$ cat src/rtl/la_parity_pkg.sv
// rtl/la_parity_pkg.sv - shared types and tree-sizing helpers for the streaming parity block
package la_parity_pkg;

  localparam int MAXLV = 5;

  typedef enum logic {
    IDLE = 1'b0,
    OPEN = 1'b1
  } frame_state_t;

  typedef struct packed {
    logic valid;
    logic first;
    logic last;
    logic check;
  } side_t;

  // Width of the vector entering a given tree level (level 0 is the raw beat).
  function automatic int grp(input int n, input int level);
    int w;
    w = n;
    for (int i = 0; i < level; i++) begin
      w = (w + 3) / 4;
    end
    return w;
  endfunction

  function automatic int lv(input int n);
    int l;
    l = 0;
    for (int i = 0; i <= MAXLV; i++) begin
      if (grp(n, i) > 1) begin
        l = i + 1;
      end
    end
    return l;
  endfunction

endpackage

$ cat src/rtl/la_xor4_level.sv
// rtl/la_xor4_level.sv - one 4:1 XOR reduction level with optional retiming of data and sideband
module la_xor4_level
  import la_parity_pkg::*;
#(
  parameter int W   = 4,
  parameter bit REG = 1'b1
) (
  input  logic                 clk,
  input  logic                 nreset,
  input  logic [W-1:0]         data,
  input  side_t                side,
  output logic [(W+3)/4-1:0]   red,
  output side_t                red_side
);

  localparam int OW = (W + 3) / 4;

  logic [OW*4-1:0] pad;
  logic [OW-1:0]   red_c;

  // A short final group is zero-padded so it reduces like a full nibble.
  always_comb begin
    pad        = '0;
    pad[W-1:0] = data;
    red_c      = '0;
    for (int g = 0; g < OW; g++) begin
      red_c[g] = ^pad[g*4 +: 4];
    end
  end

  generate
    if (REG) begin : g_reg
      always_ff @(posedge clk) begin
        if (!nreset) begin
          red_side <= '0;
        end else begin
          red_side <= side;
        end
      end

      always_ff @(posedge clk) begin
        red <= red_c;
      end
    end else begin : g_comb
      logic unused_clk;
      assign unused_clk = ^{clk, nreset};
      assign red        = red_c;
      assign red_side   = side;
    end
  endgenerate

endmodule

$ cat src/rtl/la_parity_stream.sv
// rtl/la_parity_stream.sv - pipelined word parity generator with framed accumulate-and-compare
module la_parity_stream
  import la_parity_pkg::*;
#(
  parameter int    N    = 32,
  parameter int    PIPE = 1,
  parameter bit    ODD  = 1'b0,
  parameter string PROP = "DEFAULT"
) (
  input  logic         clk,
  input  logic         nreset,
  input  logic         in_valid,
  input  logic [N-1:0] in_data,
  input  logic         in_first,
  input  logic         in_last,
  input  logic         in_check,
  output logic         out_valid,
  output logic         out_parity,
  output logic         frame_valid,
  output logic         frame_parity,
  output logic         frame_error,
  output logic         frame_abort
);

  localparam int    LV          = lv(N);
  localparam bit    OUT_REG     = (PIPE == 0) || (LV == 0);
  localparam string prop_unused = PROP;

  side_t in_side;
  logic  tree_bit;
  side_t tree_side;
  logic  p_raw;
  side_t st;

  assign in_side = {in_valid, in_first, in_last, in_check};

  genvar i;
  generate
    for (i = 0; i < LV; i++) begin : g_lvl
      localparam int WI = grp(N, i);
      localparam int WO = grp(N, i + 1);

      logic [WI-1:0] din;
      side_t         sin;
      logic [WO-1:0] q;
      side_t         qs;

      if (i == 0) begin : g_src
        assign din = in_data;
        assign sin = in_side;
      end else begin : g_src
        assign din = g_lvl[i-1].q;
        assign sin = g_lvl[i-1].qs;
      end

      la_xor4_level #(
        .W   (WI),
        .REG (PIPE != 0)
      ) u_level (
        .clk      (clk),
        .nreset   (nreset),
        .data     (din),
        .side     (sin),
        .red      (q),
        .red_side (qs)
      );
    end

    if (LV == 0) begin : g_tail
      assign tree_bit  = in_data[0];
      assign tree_side = in_side;
    end else begin : g_tail
      assign tree_bit  = g_lvl[LV-1].q[0];
      assign tree_side = g_lvl[LV-1].qs;
    end

    // Combinational trees and the degenerate 1-bit case still get one output register.
    if (OUT_REG) begin : g_out_reg
      always_ff @(posedge clk) begin
        if (!nreset) begin
          st <= '0;
        end else begin
          st <= tree_side;
        end
      end

      always_ff @(posedge clk) begin
        p_raw <= tree_bit;
      end
    end else begin : g_out_wire
      assign st    = tree_side;
      assign p_raw = tree_bit;
    end
  endgenerate

  assign out_valid  = st.valid;
  assign out_parity = st.valid & (p_raw ^ ODD);

  frame_state_t state, state_d;
  logic         acc, acc_d;
  logic         fv_d, fp_d, fe_d, fa_d;
  logic         r;

  always_ff @(posedge clk) begin
    if (!nreset) begin
      state        <= IDLE;
      acc          <= 1'b0;
      frame_valid  <= 1'b0;
      frame_parity <= 1'b0;
      frame_error  <= 1'b0;
      frame_abort  <= 1'b0;
    end else begin
      state        <= state_d;
      acc          <= acc_d;
      frame_valid  <= fv_d;
      frame_parity <= fp_d;
      frame_error  <= fe_d;
      frame_abort  <= fa_d;
    end
  end

  // acc is zero whenever no frame is open, so a stray last behaves as an implicit first.
  always_comb begin
    state_d = state;
    acc_d   = acc;
    fv_d    = 1'b0;
    fp_d    = 1'b0;
    fe_d    = 1'b0;
    fa_d    = 1'b0;
    r       = 1'b0;
    if (st.valid) begin
      if (st.last) begin
        r       = (st.first ? 1'b0 : acc) ^ p_raw;
        fv_d    = 1'b1;
        fp_d    = r ^ ODD;
        fe_d    = (r ^ ODD) != st.check;
        fa_d    = st.first && (state == OPEN);
        acc_d   = 1'b0;
        state_d = IDLE;
      end else if (st.first) begin
        fa_d    = (state == OPEN);
        acc_d   = p_raw;
        state_d = OPEN;
      end else begin
        acc_d   = acc ^ p_raw;
        state_d = OPEN;
      end
    end
  end

endmodule
$ cat config.mk
export PLATFORM = sky130hd
export DESIGN_NAME = la_parity_stream
export DESIGN_NICKNAME = d
export VERILOG_FILES = /design/src/rtl/la_parity_pkg.sv /design/src/rtl/la_xor4_level.sv /design/src/rtl/la_parity_stream.sv
export SDC_FILE = /design/constraint.sdc
export NUM_CORES = 1
export LEC_CHECK = 0
export ABC_AREA = 1
export CORE_MARGIN = 3
export CORE_UTILIZATION = 45
export DETAILED_ROUTE_END_ITERATION = 7
export PLACE_DENSITY = 0.83
export SETUP_SLACK_MARGIN = 0.05
export SLEW_MARGIN = 40
export SYNTH_ARGS = -nofsm -noshare
export SYNTH_HDL_FRONTEND = slang
export SYNTH_SLANG_ARGS = --single-unit
$ cat constraint.sdc
create_clock -name clk -period 1.5 [get_ports clk]
set_input_delay 0.3 -clock clk [delete_from_list [all_inputs] [get_ports clk]]
set_output_delay 0.3 -clock clk [all_outputs]
set_load 0.005 [all_outputs]
==> results.md, run 1 <==
Timing:
- The final-report max-slew violation count is 0.
- The slew of the pin with the lowest slew margin is 181 ps.
- For this run, the top clock speed supported by timing is 768 MHz.
- Counting I/O delays and the setup requirement, the final critical path takes 1300 ps.
- In this run the tightest slew margin relative to its limit is 87.8%.
- The post-route setup TNS is 0 ps.
- Setup repair after global routing left no endpoint under its margin.
- The final-report hold violation count came to 0.
- The final period utilization is 86.8%.
- Between clock sinks in the finished design, the worst skew comes to 5.93 ps.
- The final-report setup violation count is 0.
- The worst slack on hold paths is 416 ps.

Clocking:
- After clock tree synthesis, the flow added hold-fix buffers numbering 0.
- The CTS H-tree depth is 2.
- The total clock buffers created by CTS is 5.
- The longest clock path from root to sink contains 2 buffers.
- The number of sinks on the clock net is 29.
- The insertion delay to the later sink of the worst-skew pair is 320 ps.
- The clock tree from TritonCTS is built.
- The master cell of the clock root buffer is sky130_fd_sc_hd__clkbuf_4.
- The register clock-pin slew on the reported worst setup and hold paths is 90 ps.

Layout:
- In the final layout, the share of cells above drive strength 1 is 12.8%.
- After filler insertion, the fill cell instance count of the layout stands at 183.
- The number of inserted diodes is 0.
- The layout overhead on the synthesized area is 50.2%.
- The final cell utilization of the core is 72.3%.
- In the layout the commonest cells are sky130_fd_sc_hd__clkdlybuf4s50_1 (37), sky130_fd_sc_hd__dfxtp_1 (27), sky130_fd_sc_hd__xnor2_1 (20).
- The most frequent standard cell in the layout excluding fill and tap cells is sky130_fd_sc_hd__clkdlybuf4s50_1.
- After the last flow step, the layout net total stands at 201.

Floorplanning:
- The placeable core region is 2250 um^2.
- The initialized floorplan defines 17 standard-cell rows.
- The die covers 3040 um^2.
- The count of boundary I/O pins is 44.
- The effective utilization at floorplan is 48.1%.
- Measured along the x axis, the die boundary spans 55.1 um.
- The height of the chip is 55.1 um.

Detailed routing:
- After detailed routing, the average wire length per cell comes to 9.46 um.
- After detailed routing, the wire length on met1 is 586 um.
- After the first detailed-routing iteration, the DRC count stood at 8.
- In this run the remaining antenna-violating nets after routing total 0.
- After detailed routing, the total wire length is 1.82 mm.
- The routed design uses 214 um of met3 wire.
- Detailed routing inserted a total of 819 vias.
- Dividing the detail-routed via count by the number of cells gives 4.27.
- Before antenna repair, the detailed router went through 3 iterations.
- The highest routed metal layer is met4.
- The DRC violation count after routing is 0.
- Summed over all nets, wire length on met2 after detailed routing comes to 972 um.

Setup path:
- The startpoint identified for the worst register-to-register timing path is acc.
- The arrival time of the worst setup path is 1000 ps.
- The peak fanout along the critical path is 4.
- Data on the critical path is required at its endpoint by 1200 ps.
- The start-to-end type of the worst setup path is reg -> out.
- The setup slack on the worst flop-to-flop path is 650 ps.
- STA classifies the critical path endpoint as a primary output.
- The start point of the critical path is g_lvl[2].u_level.red_side[3].
- The capture point of the worst reg-to-reg path is frame_error.
- The critical path ends at out_parity.
- STA classifies the critical path startpoint as a flop.
- Counting cells, the worst reg-to-reg path comes to 5.

GRT:
- The initial antenna violation count came to 0.
- The global-route usage over all layers is 14.3%.
- The via count of the first global-routing pass came to 745.
- The total congestion overflow after global routing is 0.
- The first global-routing pass estimated 2.79 mm of wire.
- Entering global routing, the biggest net connects 13 pins.

Logic synthesis:
- The number of nets produced by synthesis is 149.
- The distinct cell type count of the synthesized netlist is 14.
- For this run, the number of Yosys warnings is 0.
- In this run, synthesis produced a sequential element count of 29.
- Synthesis produced a netlist whose cell count is 111.
- The post-synth design cell area is 1080 um^2.
- Summing the sequential cell areas from Yosys gives 53.5% of the chip area.
- The synthesized area divided by synthesized cell count is 9.77 um^2.

Power:
- Power spread over the standard cell area amounts to 1050 nW/um^2.
- The worst-case IR drop observed on VDD is 754 uV.
- Summed over all cells, the static leakage comes to 0.808 nW.

Job:
- The number of maximum-capacitance violations is 0.

Status:
- The run finished with clean final reports.

Placed design:
- Buffers placed on the I/O ports in this run total 43.
- The global placement routability congestion is 0.587.
- The detailed placer's ending HPWL is 1.48 mm.

Hold path:
- The type of the tightest min-delay check is reg -> reg.
- The number of instances on the worst hold path is 2.
[layout make-up]
cell class / count / area [um^2] / share of cell area (%)
Timing Repair Buffer: 46 / 460 / 28.3
Clock buffer: 6 / 41.3 / 2.53
Inverter: 20 / 75.1 / 4.61
Clock inverter: 2 / 10.0 / 0.614
Tap cell: 28 / 35.0 / 2.15
Multi-Input combinational cell: 61 / 422 / 25.9
Sequential cell: 29 / 586 / 35.9
[worst max-delay path: stages, from the launching register on]
cell and delay (ps):
sky130_fd_sc_hd__dfxtp_4 360, sky130_fd_sc_hd__nand2_1 50, sky130_fd_sc_hd__inv_1 30, sky130_fd_sc_hd__dlygate4sd2_1 250
[sequential cells by signal, indices dropped and copies added (netlist names)]
register / flops
acc: 1
state: 1
g_lvl.u_level.red_side: 12
frame_valid: 1
g_lvl.u_level.red: 11
frame_error: 1
frame_abort: 1
frame_parity: 1
[where the power goes]
part | total (W) | leakage (nW) | switching, W | internal (W)
clock network | 0.000425 | 0.0320 | 0.000247 | 0.000178
registers | 0.000935 | 0.241 | 0.0000551 | 0.000880
logic | 0.000350 | 0.535 | 0.000128 | 0.000222
[synthesized netlist by cell type (all sizes together)]
library cell  instances  area, um^2
a21oi                 4        27.5
inv                  20        75.1
xnor2                20         175
nor2                  2        15.0
buf                   1        7.51
nand3                 4        30.0
dfxtp                29         581
nand2                20        77.6
xor2                 11        96.3
[worst min path at each step]
stage | start | end
detailed placement | g_lvl[0].u_level.red_side[0] | g_lvl[1].u_level.red_side[0]
floorplan | g_lvl[1].u_level.red_side[1] | g_lvl[2].u_level.red_side[1]
finish | g_lvl[0].u_level.red_side[3] | g_lvl[1].u_level.red_side[3]
global placement | g_lvl[0].u_level.red_side[0] | g_lvl[1].u_level.red_side[0]
global route | g_lvl[0].u_level.red_side[0] | g_lvl[1].u_level.red_side[0]
CTS | g_lvl[0].u_level.red_side[3] | g_lvl[1].u_level.red_side[3]
[layer usage]
metal,global-route usage (%),vias up
met1,11.2,350
met3,9.65,5
met5,0,-
met4,7.29,0
met2,26.0,38
li1,-,426
[per-stage QoR]
stage | total power, W | cell area (um^2) | cells | setup WS, ps
after detailed placement | 0.00131 | 1550 | 182 | 177
after floorplan | 0.00116 | 1080 | 111 | 682
after global placement | 0.00129 | 1550 | 182 | 216
final | 0.00171 | 1630 | 192 | 197
after global routing | 0.00182 | 1630 | 192 | 128
after CTS | 0.00173 | 1620 | 192 | 64.2
[logic make-up (layout without fill, tap and decap cells)]
logic type,Yosys count,after routing,synth area share (%)
AOI/OAI and AO/OA,4,4,2.54
xor gates and xnor gates,31,31,25.0
buffers and inverters,21,74,7.61
DFF,29,29,53.5
and+or+nand+nor,26,26,11.3
[what timing repair did]
action	CTS	global route
gates resized for setup	5	4
setup endpoints to repair	2	4
gates cloned	0	0
setup buffers	2	0
(Power assumes the default switching activity.)
==> run 2, diff against run 1 <==
--- a/config.mk
+++ b/config.mk
@@ -6,6 +6,7 @@
 export NUM_CORES = 1
 export LEC_CHECK = 0
 export ABC_AREA = 1
+export ABC_CLOCK_PERIOD_IN_PS = 1500
 export CORE_MARGIN = 3
 export CORE_UTILIZATION = 45
 export DETAILED_ROUTE_END_ITERATION = 7
==> results of run 2 <==
Same layout as run 1: the final DEF is identical, and so are final timing and power.
==> RTL change 1 (config.mk and constraints of run 2) <==
The output `frame_parity` loses its register stage (`frame_parity` becomes a continuous assignment).
--- a/src/rtl/la_parity_stream.sv
+++ b/src/rtl/la_parity_stream.sv
@@ -108,3 +108,2 @@
       frame_valid  <= 1'b0;
-      frame_parity <= 1'b0;
       frame_error  <= 1'b0;
@@ -115,3 +114,2 @@
       frame_valid  <= fv_d;
-      frame_parity <= fp_d;
       frame_error  <= fe_d;
@@ -120,2 +118,4 @@
   end
+
+  assign frame_parity = fp_d;
 
Check against the original RTL: not equivalent (a bounded check fails within 4 cycles, from zero or initial values and one cycle with nreset low).
==> RTL change 1 against run 2 <==
Routed wire length rose by 3.9%. Synthesized area fell by 4.7%. Sequential cell count fell by 1. Clock skew fell by 0.0042 ns. Maximum frequency fell by 7.0%. Total power fell by 4.9%. Design area fell by 3.2%. Critical path type unchanged. Critical endpoint is now frame_parity. Worst setup slack got worse by 0.098 ns. Count of clock-buffer cells in the layout fell by 2. Utilization rose by 4.2 points.
==> RTL change 1: results (changes against run 2) <==
stage,metric,value,unit,change
outcome,status,completed,,
layout,fill cell count,152,,-17%
drt,WL met1,690,um,+18%
yosys,post-synthesis cell type count,12,,-2
clock_network,CTS buffer count,3,,-2
grt,GR Util met3,6.65,%,-3.0 points
drt,met3 wire length,213,um,-0.47%
drt,DRT iter0 DRCs,5,,-3
layout,share of layout cells above drive strength 1,11.9,%,-0.93 points
place,placed cell areas,1510,um^2,-2.7%
clock_network,H-Tree Level Count,1,,-1
layout,fin cells,187,,-2.6%
place,dpl ws,0.0171,ns,-0.160 ns
place,Routability Congestion,0.626,,+6.8%
sta,final setup skew,0.00172,ns,-0.00421 ns
drt,DR WL met2,965,um,-0.72%
min_path,hold path endpoint,g_lvl[2].u_level.red$_DFF_P_,,
power_and_ir_drop,Max VDD drop,0.589,mV,-22%
drt,Initial DRT Pass Iterations,4,,+1
power_and_ir_drop,Lkg Pwr,0.775,nW,-4.1%
place,Placed Cells,180,,-1.1%
grt,largest net degree at the start of global routing,16,,+3
clock_network,clock-pin slew of the registers on the worst-case setup and hold paths,0.13,ns,+0.04 ns
yosys,"top cells by area, synth","dfxtp_1 (54%), xnor2_1 (17%), xor2_1 (9.3%)",,
yosys,post-synthesis sequential area ratio,54.2,%,+0.72 points
grt,first-pass GRT wire length,3040,um,+9.1%
drt,Via Count,805,,-1.7%
setup_path,reg2reg start,g_lvl[2].u_level.red_side[2]$_SDFF_PN0_,,
setup_path,highest net fanout along the worst path,3,,-1
grt,met1 Resource Use GR,13.1,%,+1.8 points
setup_path,Crit path largest cell delay,0.34,ns,-0.02 ns
setup_path,CP arrival,1.10,ns,+0.10 ns
grt,Total GRT Usage,14.8,%,+0.50 points
grt,vias in the first global route,783,,+5.1%
setup_path,slowest CP cell,dfxtp_2,,
sta,Worst Tran Pin Value,0.195,ns,+0.0136 ns
drt,drt wl/cell,10.1,um,+6.6%
RTL change 1: cells by family (layout without fill, tap and decap cells):
family                    Yosys count  after routing  synth area share [%]
xor gates and xnor gates           31             31                  26.3
DFF                                28             28                  54.2
and+or+nand+nor                    28             28                  11.0
AOI/OAI and AO/OA                   3              3                  1.45
buffers and inverters              19             70                  7.02
RTL change 1: repair_timing:
item / in CTS / in global routing
pin swaps: 0 / 2
gates resized for setup: 8 / 8
buffers inserted: 1 / 2
setup endpoints to repair: 3 / 4
RTL change 1: final cells by class:
class | count | area (um^2) | area share [%]
sequential | 28 | 566 | 35.9
multi-input combinational | 62 | 405 | 25.7
timing repair buffer | 48 | 468 | 29.7
tap | 27 | 33.8 | 2.14
inverter | 18 | 67.6 | 4.29
clock buffer | 4 | 36.3 | 2.30
RTL change 1: how the worst max path moves through the flow:
| stage | from | endpoint | slack (ns) | depth (start not counted) |
|---|---|---|---|---|
| floorplan | g_lvl[2].u_level.red_side[2]$_SDFF_PN0_ | frame_parity | 0.56 | 5 |
| global placement | g_lvl[2].u_level.red_side[2]$_SDFF_PN0_ | frame_parity | 0.07 | 6 |
| detailed placement | g_lvl[2].u_level.red_side[2]$_SDFF_PN0_ | frame_parity | 0.02 | 6 |
| CTS | g_lvl[2].u_level.red_side[2]$_SDFF_PN0_ | frame_parity | -0.01 | 6 |
| global route | g_lvl[2].u_level.red_side[2]$_SDFF_PN0_ | frame_parity | 0.02 | 6 |
| finish | g_lvl[2].u_level.red_side[2]$_SDFF_PN0_ | frame_parity | 0.1 | 6 |
RTL change 1: power by group:
part	internal, W	switching [W]
Combinational	0.000238	0.000136
Sequential	0.000856	0.0000514
Clock	0.000148	0.000198
==> RTL change 2 (settings of run 2) <==
Without the edit above. `N`: 32 -> 16.
--- a/src/rtl/la_parity_stream.sv
+++ b/src/rtl/la_parity_stream.sv
@@ -4,3 +4,3 @@
 #(
-  parameter int    N    = 32,
+  parameter int    N    = 16,
   parameter int    PIPE = 1,
Ports: changed (resized in_data); port bits go from 44 to 28. The function was not compared with the original's and may differ.
==> RTL change 2 against run 2 <==
Routed wire length down 38%. Critical path depth down 2. Sequential cell count down 10. Synthesized area down 35%. Clock skew down 0.00069 ns. Design area down 36%. Worst setup slack worse by 0.098 ns. Total power down 37%. Critical endpoint is now frame_parity. Largest cell class unchanged.
==> RTL change 2: results (changes against run 2) <==
stage,metric,value,unit,change
setup_path,r2r setup slk,0.55,ns,-0.10 ns
clock_network,H-Tree Level Count,1,,-1
place,placed cell areas,993,um^2,-36%
sta,Final Hold Slack,0.404,ns,-0.0126 ns
clock_network,Max Buffers Root-to-Sink,2,,unchanged
grt,vias in the first global route,530,,-29%
yosys,"top cells by area, synth","dfxtp_1 (54%), xnor2_1 (12%), inv_1 (8.0%)",,
drt,Initial DRT Pass Iterations,4,,+1
yosys,number of synthesis warnings,0,,unchanged
drt,DRT iter0 DRCs,1,,-7
power_and_ir_drop,Lkg Pwr,0.498,nW,-38%
sta,final setup skew,0.00524,ns,-0.000692 ns
place,Routability Congestion,0.781,,+33%
setup_path,CP arrival,1.10,ns,+0.10 ns
setup_path,Crit path largest cell delay,0.49,ns,+0.13 ns
place,Port Buffer Count,27,,-37%
drt,DR WL met2,588,um,-40%
layout,biggest regs,"g_lvl.u_level.red_side (8), g_lvl.u_level.red (5)",,
clock_network,Skew-Pair Late Insertion Delay,0.29,ns,-0.03 ns
outcome,status,completed,,
place,Detail Placement HPWL,921,um,-38%
yosys,Post-Syn Instances,77,,-31%
setup_path,worst-case reg-to-reg path depth,6,,+1
grt,first-pass GRT wire length,1930,um,-31%
drt,vias per inst,4.49,,+5.2%
clock_network,clock-pin slew of the registers on the worst-case setup and hold paths,0.10,ns,
setup_path,reg2reg start,g_lvl[1].u_level.red$_DFF_P_,,
clock_network,CTS buffer count,3,,-2
setup_path,Worst Setup EP,frame_parity,,
sta,Worst Tran Pin Value,0.171,ns,-0.0101 ns
yosys,most common flop cell mapped by yosys,dfxtp_1,,
yosys,"top cells by count, synth","dfxtp_1 (19), inv_1 (15), nand2_1 (15)",,
yosys,post-synthesis cell type count,14,,unchanged
sta,PnR worst setup slack,0.0995,ns,-0.0980 ns
setup_path,top cell family by delay on the critical path,buffers and inverters,,
min_path,Hold Path Cell Cnt,2,,unchanged
drt,met3 wire length,125,um,-42%
setup_path,highest net fanout along the worst path,1,,-3
layout,fin cells,125,,-35%
place,Placed Cells,119,,-35%
setup_path,worst r2r dst,frame_error$_SDFF_PN0_,,
yosys,ys async rst share,0,%,unchanged
drt,DR top layer,met4,,
place,dpl ws,0.222,ns,+0.0451 ns
min_path,worst hold path startpoint,g_lvl[0].u_level.red_side[3]$_SDFF_PN0_,,
min_path,hold path endpoint,g_lvl[1].u_level.red_side[3]$_SDFF_PN0_,,
min_path,Hold WC Path Type,register to register,,
power_and_ir_drop,Max VDD drop,0.554,mV,-26%
grt,largest net degree at the start of global routing,12,,-1
drt,antenna-violating nets left,0,,unchanged
setup_path,slowest CP cell,clkdlybuf4s50_1,,
layout,share of layout cells above drive strength 1,13.6,%,+0.83 points
yosys,post-synthesis sequential area ratio,54.2,%,+0.67 points
grt,Total GRT Usage,13.2,%,-1.0 points
drt,WL met1,387,um,-34%
yosys,syn nets,99,,-34%
setup_path,Critical Path Start,frame_parity$_SDFF_PN0_,,
drt,drt wl/cell,8.99,um,-5.0%
clock_network,root buf cell,clkbuf_4,,
## RTL change 2: changes by cell type in the layout (fill, tap and decap cells not counted), moves of 3 or more
cell,run 2,this run
clkdlybuf4s50_1,37,25
dfxtp_1,27,17
nand2_1,19,15
xnor2_1,20,10
xor2_1,11,5
dlymetal6s2s_1,4,1
## RTL change 2: where the power goes
part / total (W) / switching [W] / internal [W]
Combinational: 0.000252 / 0.000106 / 0.000146
Sequential: 0.000585 / 0.0000245 / 0.000560
Clock: 0.000247 / 0.000147 / 0.0000993
## RTL change 2: tightest hold or removal path, stage by stage (launching register included)
cell and delay [ns]:
dfxtp_1 0.31, nand2_1 0.05, inv_1 0.03
## RTL change 2: cells by family after synthesis
family / Yosys count / share of synthesized area [%]
compound gates: 4 / 3.92
xor+xnor: 15 / 18.7
simple gates: 22 / 13.9
buf+inv: 17 / 9.27
flops: 19 / 54.2
## RTL change 2: per-layer routing
layer / track usage [%] / up-vias
li1: - / 289
met2: 24.5 / 29
met5: 0 / -
met1: 12.3 / 240
met3: 3.95 / 3
met4: 8.19 / 0
## RTL change 2: what timing repair did
action                                  CTS  global route
gates resized for setup                   3             1
pin swaps                                 0             0
endpoints found under the setup margin    2             1
buffers inserted                          2             0
## RTL change 2: layout make-up
class	count	area (um^2)
Sequential cell	19	383
Fill cell	111	343
Timing Repair Buffer	30	294
Multi-Input combinational cell	41	256
Inverter	16	60.1
Clock buffer	3	22.5
Tap cell	15	18.8
Clock inverter	1	5.00
